**src/rtl/array_loader_n.sv**
```systemverilog
// Serial-to-parallel loader: fills an m-entry register array from a valid/ready
// stream, then freezes it and hands it to a downstream scanner until done_i.
module array_loader_n #(
    parameter int n  = 4,
    parameter int m  = 10,
    parameter int BW = 8
) (
    input  logic          clk_i,
    input  logic          rst_i,
    input  logic [n-1:0]  data_i,
    input  logic          valid_i,
    output logic          ready_o,
    output logic [n-1:0]  data_o [0:m-1],
    output logic [3:0]    wr_ptr_o,
    output logic          full_o,
    output logic          start_o,
    input  logic          done_i,
    output logic [BW-1:0] blk_cnt_o
);

    typedef enum logic {
        FILL = 1'b0,
        HOLD = 1'b1
    } state_e;

    localparam logic [3:0] LAST = 4'(m - 1);

    state_e        state_q, state_d;
    logic [n-1:0]  data_q [0:m-1];
    logic [n-1:0]  data_d [0:m-1];
    logic [3:0]    ptr_q, ptr_d;
    logic          start_q, start_d;
    logic [BW-1:0] blk_q, blk_d;
    logic          accept;

    // Writes only happen in FILL; HOLD just waits for the scanner to release it.
    always_comb begin
        state_d = state_q;
        data_d  = data_q;
        ptr_d   = ptr_q;
        start_d = 1'b0;
        blk_d   = blk_q;
        accept  = valid_i && (state_q == FILL);

        case (state_q)
            FILL: begin
                if (accept) begin
                    for (int i = 0; i < m; i++) begin
                        if (ptr_q == 4'(i)) begin
                            data_d[i] = data_i;
                        end
                    end
                    if (ptr_q == LAST) begin
                        ptr_d   = '0;
                        state_d = HOLD;
                        start_d = 1'b1;
                        blk_d   = blk_q + BW'(1);
                    end else begin
                        ptr_d = ptr_q + 4'd1;
                    end
                end
            end
            HOLD: begin
                if (done_i) begin
                    state_d = FILL;
                end
            end
            default: state_d = FILL;
        endcase
    end

    always_ff @(posedge clk_i or negedge rst_i) begin
        if (!rst_i) begin
            state_q <= FILL;
            for (int i = 0; i < m; i++) begin
                data_q[i] <= '0;
            end
            ptr_q   <= '0;
            start_q <= 1'b0;
            blk_q   <= '0;
        end else begin
            state_q <= state_d;
            data_q  <= data_d;
            ptr_q   <= ptr_d;
            start_q <= start_d;
            blk_q   <= blk_d;
        end
    end

    // Handshake flags come straight from the state register, never from inputs.
    assign ready_o   = (state_q == FILL);
    assign full_o    = (state_q == HOLD);
    assign data_o    = data_q;
    assign wr_ptr_o  = ptr_q;
    assign start_o   = start_q;
    assign blk_cnt_o = blk_q;

endmodule

```
**config.mk**
```make
export PLATFORM = sky130hd
export DESIGN_NAME = array_loader_n
export DESIGN_NICKNAME = d
export VERILOG_FILES = /design/src/rtl/array_loader_n.sv
export SDC_FILE = /design/constraint.sdc
export NUM_CORES = 1
export LEC_CHECK = 0
export CAP_MARGIN = 20
export CORE_ASPECT_RATIO = 1.5
export CORE_UTILIZATION = 42
export CTS_CLUSTER_SIZE = 20
export DETAILED_ROUTE_END_ITERATION = 10
export MAX_ROUTING_LAYER = met4
export PLACE_DENSITY = 0.79
export SYNTH_ARGS = -nofsm -noshare
export SYNTH_HDL_FRONTEND = slang
export SYNTH_SLANG_ARGS = --single-unit
```
**constraint.sdc**
```tcl
create_clock -name clk_i -period 1.4 [get_ports clk_i]
set_clock_uncertainty 0.15 [all_clocks]
set_input_delay 0.28 -clock clk_i [delete_from_list [all_inputs] [get_ports clk_i]]
set_output_delay 0.28 -clock clk_i [all_outputs]
set_load 0.01 [all_outputs]
```
==> results of run 1 <==
[critical path, delay by kind of cell, from the launching register on]
| family | cells | cell delay, ps |
|---|---|---|
| buffers and inverters | 2 | 230 |
| multiplexers | 1 | 380 |
| flip-flops | 1 | 430 |
| AND/OR/NAND/NOR | 2 | 480 |
[cell families (layout without fill, tap and decap cells)]
group,after synthesis,after routing,synth area share
compound gates,3,3,0.00908
buf+inv,10,120,0.0301
flops,54,54,0.613
simple gates,31,32,0.0885
xor+xnor,9,9,0.0358
fa+ha+maj,1,1,0.00567
mux,42,42,0.218
[flip-flops by register name, indices dropped and copies added (netlist names)]
signal	count
data_o	40
blk_cnt_o	8
wr_ptr_o	4
full_o	1
start_o	1
[power by group through the flow]
stage	combinational [µW]	sequential [µW]	clock [µW]
2_1_floorplan	978	2940	0
3_3_place_gp	2940	2690	0
3_5_place_dp	3010	2700	0
4_1_cts	3360	2580	898
5_1_grt	3710	2660	954
6_report	3500	2590	875
[path summary, 6_finish.rpt]
| path | from | endpoint | slack, ps |
|---|---|---|---|
| max | full_o | data_o[5] | -370 |
| min | rst_i | blk_cnt_o[1] | 330 |
| max reg2reg | full_o | data_o[5] | -370 |
| min reg2reg | data_o[36] | data_o[36] | 360 |
| max in group asynchronous | rst_i | wr_ptr_o[3] | 510 |
| min in group clk_i | data_o[36] | data_o[36] | 360 |
[what timing repair did]
action,4_1_cts,5_1_grt
pin swaps,17,5
hold buffers,1,0
setup buffers,19,6
resized for setup,163,26
gates cloned,1,0
endpoints found under the setup margin,106,68
endpoints found under the hold margin,54,0
[cells in the final DEF, fill, tap and decap left out, types with 4 or more instances in the layout]
cell type | netlist | routed
clkbuf_8 | 0 | 6
dfrtp_2 | 0 | 4
clkbuf_2 | 0 | 8
xnor2_1 | 7 | 7
mux2_2 | 38 | 28
dfrtp_1 | 54 | 50
nand2_4 | 0 | 6
buf_6 | 1 | 20
clkdlybuf4s50_1 | 0 | 5
clkdlybuf4s15_1 | 0 | 40
buf_4 | 1 | 31
mux2_4 | 2 | 14
[layer usage]
layer	wire (µm)	vias up	share of wire
met5	0	-	0
met4	130	0	0.023
met3	205	10	0.036
met2	3150	47	0.56
met1	2150	825	0.38
li1	-	740	-
[through the flow]
step | worst slack, ps | cells | instance area, µm²
floorplan | -247 | 150 | 2250
global placement | -617 | 296 | 3090
detailed placement | -654 | 296 | 3090
CTS | -277 | 324 | 3450
global route | -420 | 327 | 3490
finish | -373 | 327 | 3490
[final cells by class]
| type | instances | area (µm²) |
|---|---|---|
| Sequential cell | 54 | 1360 |
| Clock buffer | 7 | 86.3 |
| Inverter | 2 | 7.51 |
| Fill cell | 355 | 1440 |
| Multi-Input combinational cell | 87 | 947 |
| Tap cell | 66 | 82.6 |
| Timing Repair Buffer | 110 | 1000 |
| Clock inverter | 1 | 5.00 |
==> summary.txt, run 1 <==
Timing
  – RSZ-0062 raised after global routing: true
  – Final TNS setup: -14350 ps
  – # setup viols final: 54
  – Slew Limit Fails: 0
  – Min cycle time layout: 1770 ps
  – FMAX: 0.564 GHz
  – Worst relative slew slack: 0.811
  – Final hold vios: 0
  – Hold Worst Slack: 331 ps
  – Worst slew pin tran: 283 ps
  – Period utilization: 1.27
  – Final WS setup: -373 ps

Synth
  – Unique masters post-synth: 31
  – Yosys warns: 0
  – Syn Std Cell Area: 0.00220 mm²
  – Share of the synthesized area in the top cell type: 0.613
  – Mapped Nets: 159
  – Primary FF master, synth: dfrtp_1
  – Mean Syn Cell Area: 14.7 µm²
  – Asr flop ratio synth: 1.00
  – Synth area leaders: dfrtp_1 61%, mux2_2 19%, xnor2_1 2.8%, mux2_4 1.4%, nand2_1 1.4%
  – Most common cell in the netlist: dfrtp_1
  – FF+latch count, synth: 54
  – Most frequent cells after synthesis: 54 x dfrtp_1, 38 x mux2_2, 8 x nand2_1
  – EDFF count, synth: 0
  – Register area share after synthesis: 0.613
  – Gate Count Post-Synth: 150
  – Synth area leader: dfrtp_1

CTS
  – H-tree levels: 2
  – Clock slew at reported path FFs: 90 ps
  – Root Driver: clkbuf_8
  – CTS buffer count: 5
  – Clk sinks: 54
  – Clock latency at the later pin of the worst-skew pair: 300 ps
  – Max Root-Sink Buffers: 2
  – CTS tree: done

Power
  – Sw power: 2310 µW
  – P_int: 4660 µW
  – Clock share of power: 0.126
  – P per Cell Area: 2000 mW/mm²
  – Worst-case vdd ir drop: 1.14 mV
  – Part of the power in combinational logic: 0.502
  – Flop pwr share: 0.372
  – Switching Share: 0.331
  – Leakage: 0.00169 µW
  – Total power: 6970 µW

Worst hold path
  – Worst Hold Class: primary input to asynchronous set/reset pin

Setup path
  – Max incr delay on CP: 430 ps
  – Critical Path RT: 1440 ps
  – Worst r2r path cells: 5
  – Critical path, cell by cell: buf_6 > and2b_2 > buf_6 > nand4b_1 > mux2_4
  – Crit Path Class: flop to flop
  – Slowest cell on the critical path: dfrtp_1
  – Startpoint Class: flop
  – Critical Path AT: 1820 ps
  – Setup crit end kind: flop
  – Critical path's most frequent cell: buf_6
  – Worst-path fanout max: 4

Routing
  – Residual DRC count: 0
  – Routed vias: 1622
  – Drt wl/cell: 17.2 µm
  – Total wire length: 5.64 mm
  – Via/cell ratio: 4.96
  – Post-route ant nets: 0
  – 1st-iter DRT viols: 42
  – Detailed Routing Iterations Pass 1: 4

Placed design
  – # port buffers: 62
  – Routability congestion estimate: 0.782
  – Detailed placement HPWL: 3.33 mm

GRT
  – GRT overflow: 0
  – First-pass GRT wire length: 8.60 mm
  – Routing usage on met3: 0.0387
  – Grt met2 use: 0.384
  – Top Usage Layer GRT: met2
  – Initial antenna violation count: 0
  – Met1 Resource Use GR: 0.233
  – Vias in the first global route: 1740
  – Total track usage: 0.220
  – Largest net degree at the start of global routing: 55

Flow run
  – Max-cap violations: 0

Cells and area
  – Share of cells above drive strength 1: 0.533
  – Final core occ: 0.708
  – Nets: 269
  – Synthesis-to-finish area growth: 58.2%
  – Diode count: 0

Floorplan
  – Initial Utilization: 0.448
  – Core area: 0.00493 mm²
  – Ports: 63
  – Die height: 90.7 µm
  – Rows: 31
  – Die Wd: 61.2 µm
  – Full die area: 0.00555 mm²

Outcome
  – Failing checks: negative setup slack
  – Outcome: finished with violations
(Power assumes the default switching activity.)
==> run 2, diff against run 1 <==
--- a/config.mk
+++ b/config.mk
@@ -5,13 +5,14 @@
 export SDC_FILE = /design/constraint.sdc
 export NUM_CORES = 1
 export LEC_CHECK = 0
-export CAP_MARGIN = 20
+export CAP_MARGIN = 5
 export CORE_ASPECT_RATIO = 1.5
 export CORE_UTILIZATION = 42
 export CTS_CLUSTER_SIZE = 20
 export DETAILED_ROUTE_END_ITERATION = 10
 export MAX_ROUTING_LAYER = met4
 export PLACE_DENSITY = 0.79
+export SETUP_SLACK_MARGIN = 0.02
 export SYNTH_ARGS = -nofsm -noshare
 export SYNTH_HDL_FRONTEND = slang
 export SYNTH_SLANG_ARGS = --single-unit
==> run 2 against run 1 <==
Against the previous run:
- register-to-register slack better by 80 ps
- clock power up 17%
- clock-buffer cell count down 1
- utilization down 0.97 points
- the flow still finishes with violations (negative setup slack)
- maximum frequency up 4.7%
- flip-flop and latch count unchanged
- largest cell class unchanged
==> summary.txt, run 2 (same netlist as run 1, synthesis figures left out) <==
Cells and area
  – Diode count: 0 (unchanged)
  – Final Non-Filler Cells: 332 (+1.5%)
  – Synthesis-to-finish area growth: 56.0%
  – Largest register FFs: 40 (unchanged)
  – Nets: 274 (+1.9%)
  – Most frequent cells in the layout: 50 x dfrtp_1, 36 x clkbuf_2, 34 x buf_4
  – Reg area: 0.00136 mm² (unchanged)
  – Fillers: 356 (+0.28%)
  – Share of cells above drive strength 1: 0.680 (+0.148)
  – Final instance area: 0.00344 mm² (-1.4%)
  – Multi-input logic area: 996 µm² (+5.2%)
  – Most common cell after layout, fill and taps aside: dfrtp_1

Setup path
  – Startpoint Class: flop
  – Critical Path AT: 1740 ps (-80 ps)
  – Critical path, cell by cell: buf_6 > and2b_2 > buf_6 > nand4b_1 > buf_6 > mux2_4
  – Setup crit end kind: flop
  – Crit-path leading delay family: flip-flops
  – Critical path's most frequent cell: buf_6
  – Worst r2r dst: data_o[5]
  – Worst Path Buf+Inv: 3 (+1)
  – Worst-path fanout max: 4 (unchanged)
  – R2r startpoint: full_o
  – Slowest cell on the critical path: dfrtp_1
  – Crit Path Class: flop to flop
  – Critical Path RT: 1440 ps (about the same)
  – R2R Setup Slk: -290 ps (+80 ps)
  – CP Launch Point: full_o
  – Max incr delay on CP: 400 ps (-30 ps)
  – Worst r2r path cells: 6 (+1)

CTS
  – CTS tree: done
  – H-tree levels: 2 (unchanged)
  – Root Driver: clkbuf_8
  – Clock latency at the later pin of the worst-skew pair: 310 ps (about the same)
  – Max Root-Sink Buffers: 2 (unchanged)
  – Clock slew at reported path FFs: 100 ps (about the same)
  – CTS buffer count: 5 (unchanged)
  – Clk sinks: 54 (unchanged)

Placed design
  – Post-Place Cell Area: 0.00310 mm² (+0.24%)
  – # port buffers: 62 (unchanged)
  – Post-placement cell count: 297 (+0.34%)
  – Detailed placement HPWL: 3.29 mm (-1.1%)
  – Routability congestion estimate: 0.784 (+0.36%)

GRT
  – Total track usage: 0.232 (+0.0123)
  – GRT overflow: 0 (unchanged)
  – Initial antenna violation count: 0 (unchanged)
  – Largest net degree at the start of global routing: 55 (unchanged)
  – Vias in the first global route: 1812 (+4.1%)
  – First-pass GRT wire length: 8.97 mm (+4.3%)

Routing
  – Detailed Routing Iterations Pass 1: 4 (unchanged)
  – Post-route ant nets: 0 (unchanged)
  – Routed vias: 1655 (+2.0%)
  – Via/cell ratio: 4.98 (+0.50%)
  – Residual DRC count: 0 (unchanged)
  – 1st-iter DRT viols: 38 (-9.5%)
  – Drt wl/cell: 18.1 µm (+4.9%)
  – Total wire length: 6.01 mm (+6.5%)

Timing
  – Period utilization: 1.21 (-0.0573)
  – Slew Limit Fails: 0 (unchanged)
  – Final hold vios: 0 (unchanged)
  – Final TNS setup: -11550 ps (+2800 ps)
  – Worst relative slew slack: 0.811 (about the same)
  – # setup viols final: 55 (+1.9%)
  – RSZ-0062 raised after global routing: true
  – Worst slew pin tran: 284 ps (+0.445 ps)
  – FMAX: 0.591 GHz (+4.7%)
  – Final WS setup: -293 ps (+80.3 ps)
  – Min cycle time layout: 1690 ps (-80.3 ps)

Floorplan
  – Core area: 0.00493 mm² (unchanged)
  – Die height: 90.7 µm (unchanged)
  – Rows: 31 (unchanged)
  – Die Wd: 61.2 µm (unchanged)
  – Initial Utilization: 0.448 (unchanged)
  – Ports: 63 (unchanged)
  – Full die area: 0.00555 mm² (unchanged)

Worst hold path
  – Worst Hold Class: primary input to asynchronous set/reset pin

Outcome
  – Failing checks: negative setup slack
  – Outcome: finished with violations

Power
  – Leakage: 0.00175 µW (+3.3%)
  – P per Cell Area: 2080 mW/mm² (+4.0%)
  – Total power: 7140 µW (+2.5%)
  – Worst-case vdd ir drop: 1.43 mV (+25%)

Flow run
  – Max-cap violations: 0 (unchanged)
run 2: what timing repair did:
action                                  4_1_cts  5_1_grt
hold buffers                                  1        0
pin swaps                                    11       14
gates cloned                                  1        0
hold endpoints to repair                     54        0
gates resized for setup                     183       56
endpoints found under the setup margin      105       96
setup buffers                                24        6
run 2: layout make-up:
type,count,area share
flip-flops and latches,54,0.394
multi-input cells,87,0.290
repair buffers,115,0.258
well taps,66,0.0240
clock buffers,6,0.0211
clock inverters,2,0.0109
inverters,2,0.00218
run 2: worst max path at each step:
stage,end,slack (ps),depth (start not counted)
floorplan,data_o[2],-250,5
global placement,data_o[15],-610,5
detailed placement,data_o[14],-630,5
CTS,data_o[5],-270,6
global route,data_o[5],-340,6
finish,data_o[5],-290,6
run 2: per-layer routing:
layer	GRT usage	vias up	routed length, µm
met3	0.0401	11	238
met5	-	-	0
met2	0.399	45	3330
met4	0.102	0	146
li1	-	753	-
met1	0.248	846	2300
run 2: through the flow:
step           hold WS (ps)  utilization  setup WS, ps
2_1_floorplan          -166            -          -247
5_1_grt                 382        0.698          -338
3_3_place_gp            145        0.630          -611
3_5_place_dp            145        0.630          -633
4_1_cts                 347        0.723          -268
6_report                341        0.698          -293
run 2: tightest hold or removal path, cell delays in order:
cell	delay (ps)
dlygate4sd3_1	510
buf_2	120
buf_12	270
run 2: report_power, final:
group / switching [µW] / total [µW] / internal, µW
clock network: 490 / 1020 / 534
registers: 374 / 2580 / 2200
logic: 1560 / 3540 / 1980
total: 2430 / 7140 / 4720
==> run 3, diff against run 2 <==
--- a/config.mk
+++ b/config.mk
@@ -6,10 +6,11 @@
 export NUM_CORES = 1
 export LEC_CHECK = 0
 export CAP_MARGIN = 5
-export CORE_ASPECT_RATIO = 1.5
+export CORE_ASPECT_RATIO = 0.6
 export CORE_UTILIZATION = 42
 export CTS_CLUSTER_SIZE = 20
 export DETAILED_ROUTE_END_ITERATION = 10
+export HOLD_SLACK_MARGIN = 0.08
 export MAX_ROUTING_LAYER = met4
 export PLACE_DENSITY = 0.79
 export SETUP_SLACK_MARGIN = 0.02
==> run 3 against run 2 <==
Against the previous run:
- the flow still finishes with violations (negative setup slack)
- sequential share of layout area rose by 0.41 points
- setup slack improved by 22 ps
- clock-buffer cell count rose by 1
- non-clock buffer count rose by 6
- largest cell class unchanged
- largest power group unchanged
- highest routed layer unchanged
==> summary.txt, run 3 (same netlist as run 1, synthesis figures left out) <==
Power
  – Worst-case vdd ir drop: 1.20 mV (-16%)
  – Switching Share: 0.345 (+0.00489)
  – Clock share of power: 0.129 (-0.014)
  – P_int: 4610 µW (-2.2%)
  – Sw power: 2420 µW (about the same)
  – Flop pwr share: 0.370 (+0.009)
  – Part of the power in combinational logic: 0.501 (+0.005)
  – P per Cell Area: 2070 mW/mm² (-0.50%)
  – Leakage: 0.00176 µW (+0.82%)

Floorplan
  – Rows: 20 (-35%)
  – Core area: 0.00505 mm² (+2.6%)
  – Die Wd: 95.5 µm (+56%)
  – Initial Utilization: 0.436 (-0.0114)
  – Ports: 63 (unchanged)
  – Die height: 58.1 µm (-36%)
  – Full die area: 0.00555 mm² (about the same)

CTS
  – Max Root-Sink Buffers: 2 (unchanged)
  – H-tree levels: 2 (unchanged)
  – Root Driver: clkbuf_8
  – CTS buffer count: 5 (unchanged)
  – Clock latency at the later pin of the worst-skew pair: 310 ps (about the same)
  – CTS tree: done
  – Clock slew at reported path FFs: 100 ps (about the same)
  – Clk sinks: 54 (unchanged)

Timing
  – Min cycle time layout: 1670 ps (-22.0 ps)
  – FMAX: 0.598 GHz (+1.3%)
  – Final TNS setup: -10540 ps (+1010 ps)
  – Final hold vios: 0 (unchanged)
  – RSZ-0062 raised after global routing: true
  – # setup viols final: 56 (+1.8%)
  – Worst relative slew slack: 0.785 (-0.0259)
  – Worst slew pin tran: 323 ps (+38.8 ps)
  – Slew Limit Fails: 0 (unchanged)
  – Period utilization: 1.19 (-0.0157)
  – Final WS setup: -271 ps (+22.0 ps)

Setup path
  – Crit Path Class: flop to flop
  – Worst Path Buf+Inv: 3 (unchanged)
  – Startpoint Class: flop
  – Max incr delay on CP: 400 ps (about the same)
  – Critical Path AT: 1720 ps (-20 ps)
  – Slowest cell on the critical path: dfrtp_1
  – Crit-path leading delay family: flip-flops
  – Critical path, cell by cell: buf_6 > and2b_2 > buf_6 > nand4b_1 > buf_6 > mux2_4
  – Critical path's most frequent cell: buf_6
  – Critical Path RT: 1450 ps (about the same)
  – Worst-path fanout max: 4 (unchanged)
  – Setup crit end kind: flop

GRT
  – Total track usage: 0.233 (+0.00146)
  – First-pass GRT wire length: 9.14 mm (+1.8%)
  – Largest net degree at the start of global routing: 32 (-42%)
  – Vias in the first global route: 1779 (-1.8%)
  – GRT overflow: 0 (unchanged)
  – Initial antenna violation count: 0 (unchanged)

Cells and area
  – Synthesis-to-finish area growth: 54.4%
  – Nets: 280 (+2.2%)
  – Most common cell after layout, fill and taps aside: dfrtp_1
  – Share of cells above drive strength 1: 0.706 (+0.0254)
  – Largest register FFs: 40 (unchanged)
  – Final instance area: 0.00340 mm² (-1.0%)
  – Diode count: 0 (unchanged)
  – Most frequent cells in the layout: 50 x dfrtp_1, 43 x clkbuf_2, 41 x buf_4

Placed design
  – Detailed placement HPWL: 3.65 mm (+11%)
  – # port buffers: 62 (unchanged)
  – Routability congestion estimate: 0.793 (+1.0%)
  – Post-Place Cell Area: 0.00313 mm² (+0.97%)

Outcome
  – Outcome: finished with violations
  – Failing checks: negative setup slack

Routing
  – Total wire length: 5.82 mm (-3.2%)
  – Via/cell ratio: 4.93 (-1.2%)
  – Post-route ant nets: 0 (unchanged)
  – Residual DRC count: 0 (unchanged)
  – Routed vias: 1665 (+0.60%)
  – 1st-iter DRT viols: 59 (+55%)
  – Drt wl/cell: 17.2 µm (-4.9%)
  – Detailed Routing Iterations Pass 1: 4 (unchanged)

Flow run
  – Max-cap violations: 0 (unchanged)

Worst hold path
  – Worst Hold Class: primary input to asynchronous set/reset pin
## run 3: routing by layer
layer / track usage / part of all wire / routed length [µm]
met4: 0.0576 / 0.018 / 105
met5: - / 0 / 0
met2: 0.341 / 0.44 / 2570
met3: 0.0577 / 0.054 / 315
met1: 0.328 / 0.49 / 2820
## run 3: metrics by stage
stage	hold WS (ps)	util	setup slack [ps]	power (µW)	instances
2_1_floorplan	-166	-	-247	3920	150
3_3_place_gp	42.8	0.620	-611	5680	301
3_5_place_dp	43.7	0.620	-658	5760	301
4_1_cts	237	0.711	-264	7210	335
5_1_grt	251	0.674	-327	7420	338
6_report	227	0.674	-271	7040	338
## run 3: final timing paths
kind	start	to	slack (ps)	depth (start not counted)
min	rst_i	data_o[9]	230	2
max	full_o	data_o[6]	-270	6
max in group asynchronous	rst_i	wr_ptr_o[2]	390	3
min in group clk_i	data_o[4]	data_o[4]	370	1
max reg2reg	full_o	data_o[6]	-270	6
min reg2reg	data_o[4]	data_o[4]	370	1
## run 3: power by group through the flow
stage	combinational (µW)	sequential (µW)	clock [µW]
floorplan	978	2940	0
global placement	2970	2710	0
detailed placement	3050	2710	0
CTS	3720	2590	901
global route	3770	2670	980
finish	3530	2600	907
## run 3: layout make-up
| cell class | instances | area (µm²) |
|---|---|---|
| clock buffer | 7 | 86.3 |
| clock inverter | 1 | 5.00 |
| fill | 356 | 1650 |
| inverter | 2 | 7.51 |
| multi-input combinational | 87 | 972 |
| sequential | 54 | 1360 |
| tap | 66 | 82.6 |
| timing repair buffer | 121 | 895 |
## run 3: repair_timing
item                                    4_1_cts  5_1_grt
pin swaps                                    13        3
resized for setup                           184       59
endpoints found under the setup margin      106      107
hold buffers                                  1        0
hold endpoints to repair                     54        0
setup buffers                                26        7
cloned                                        1        0
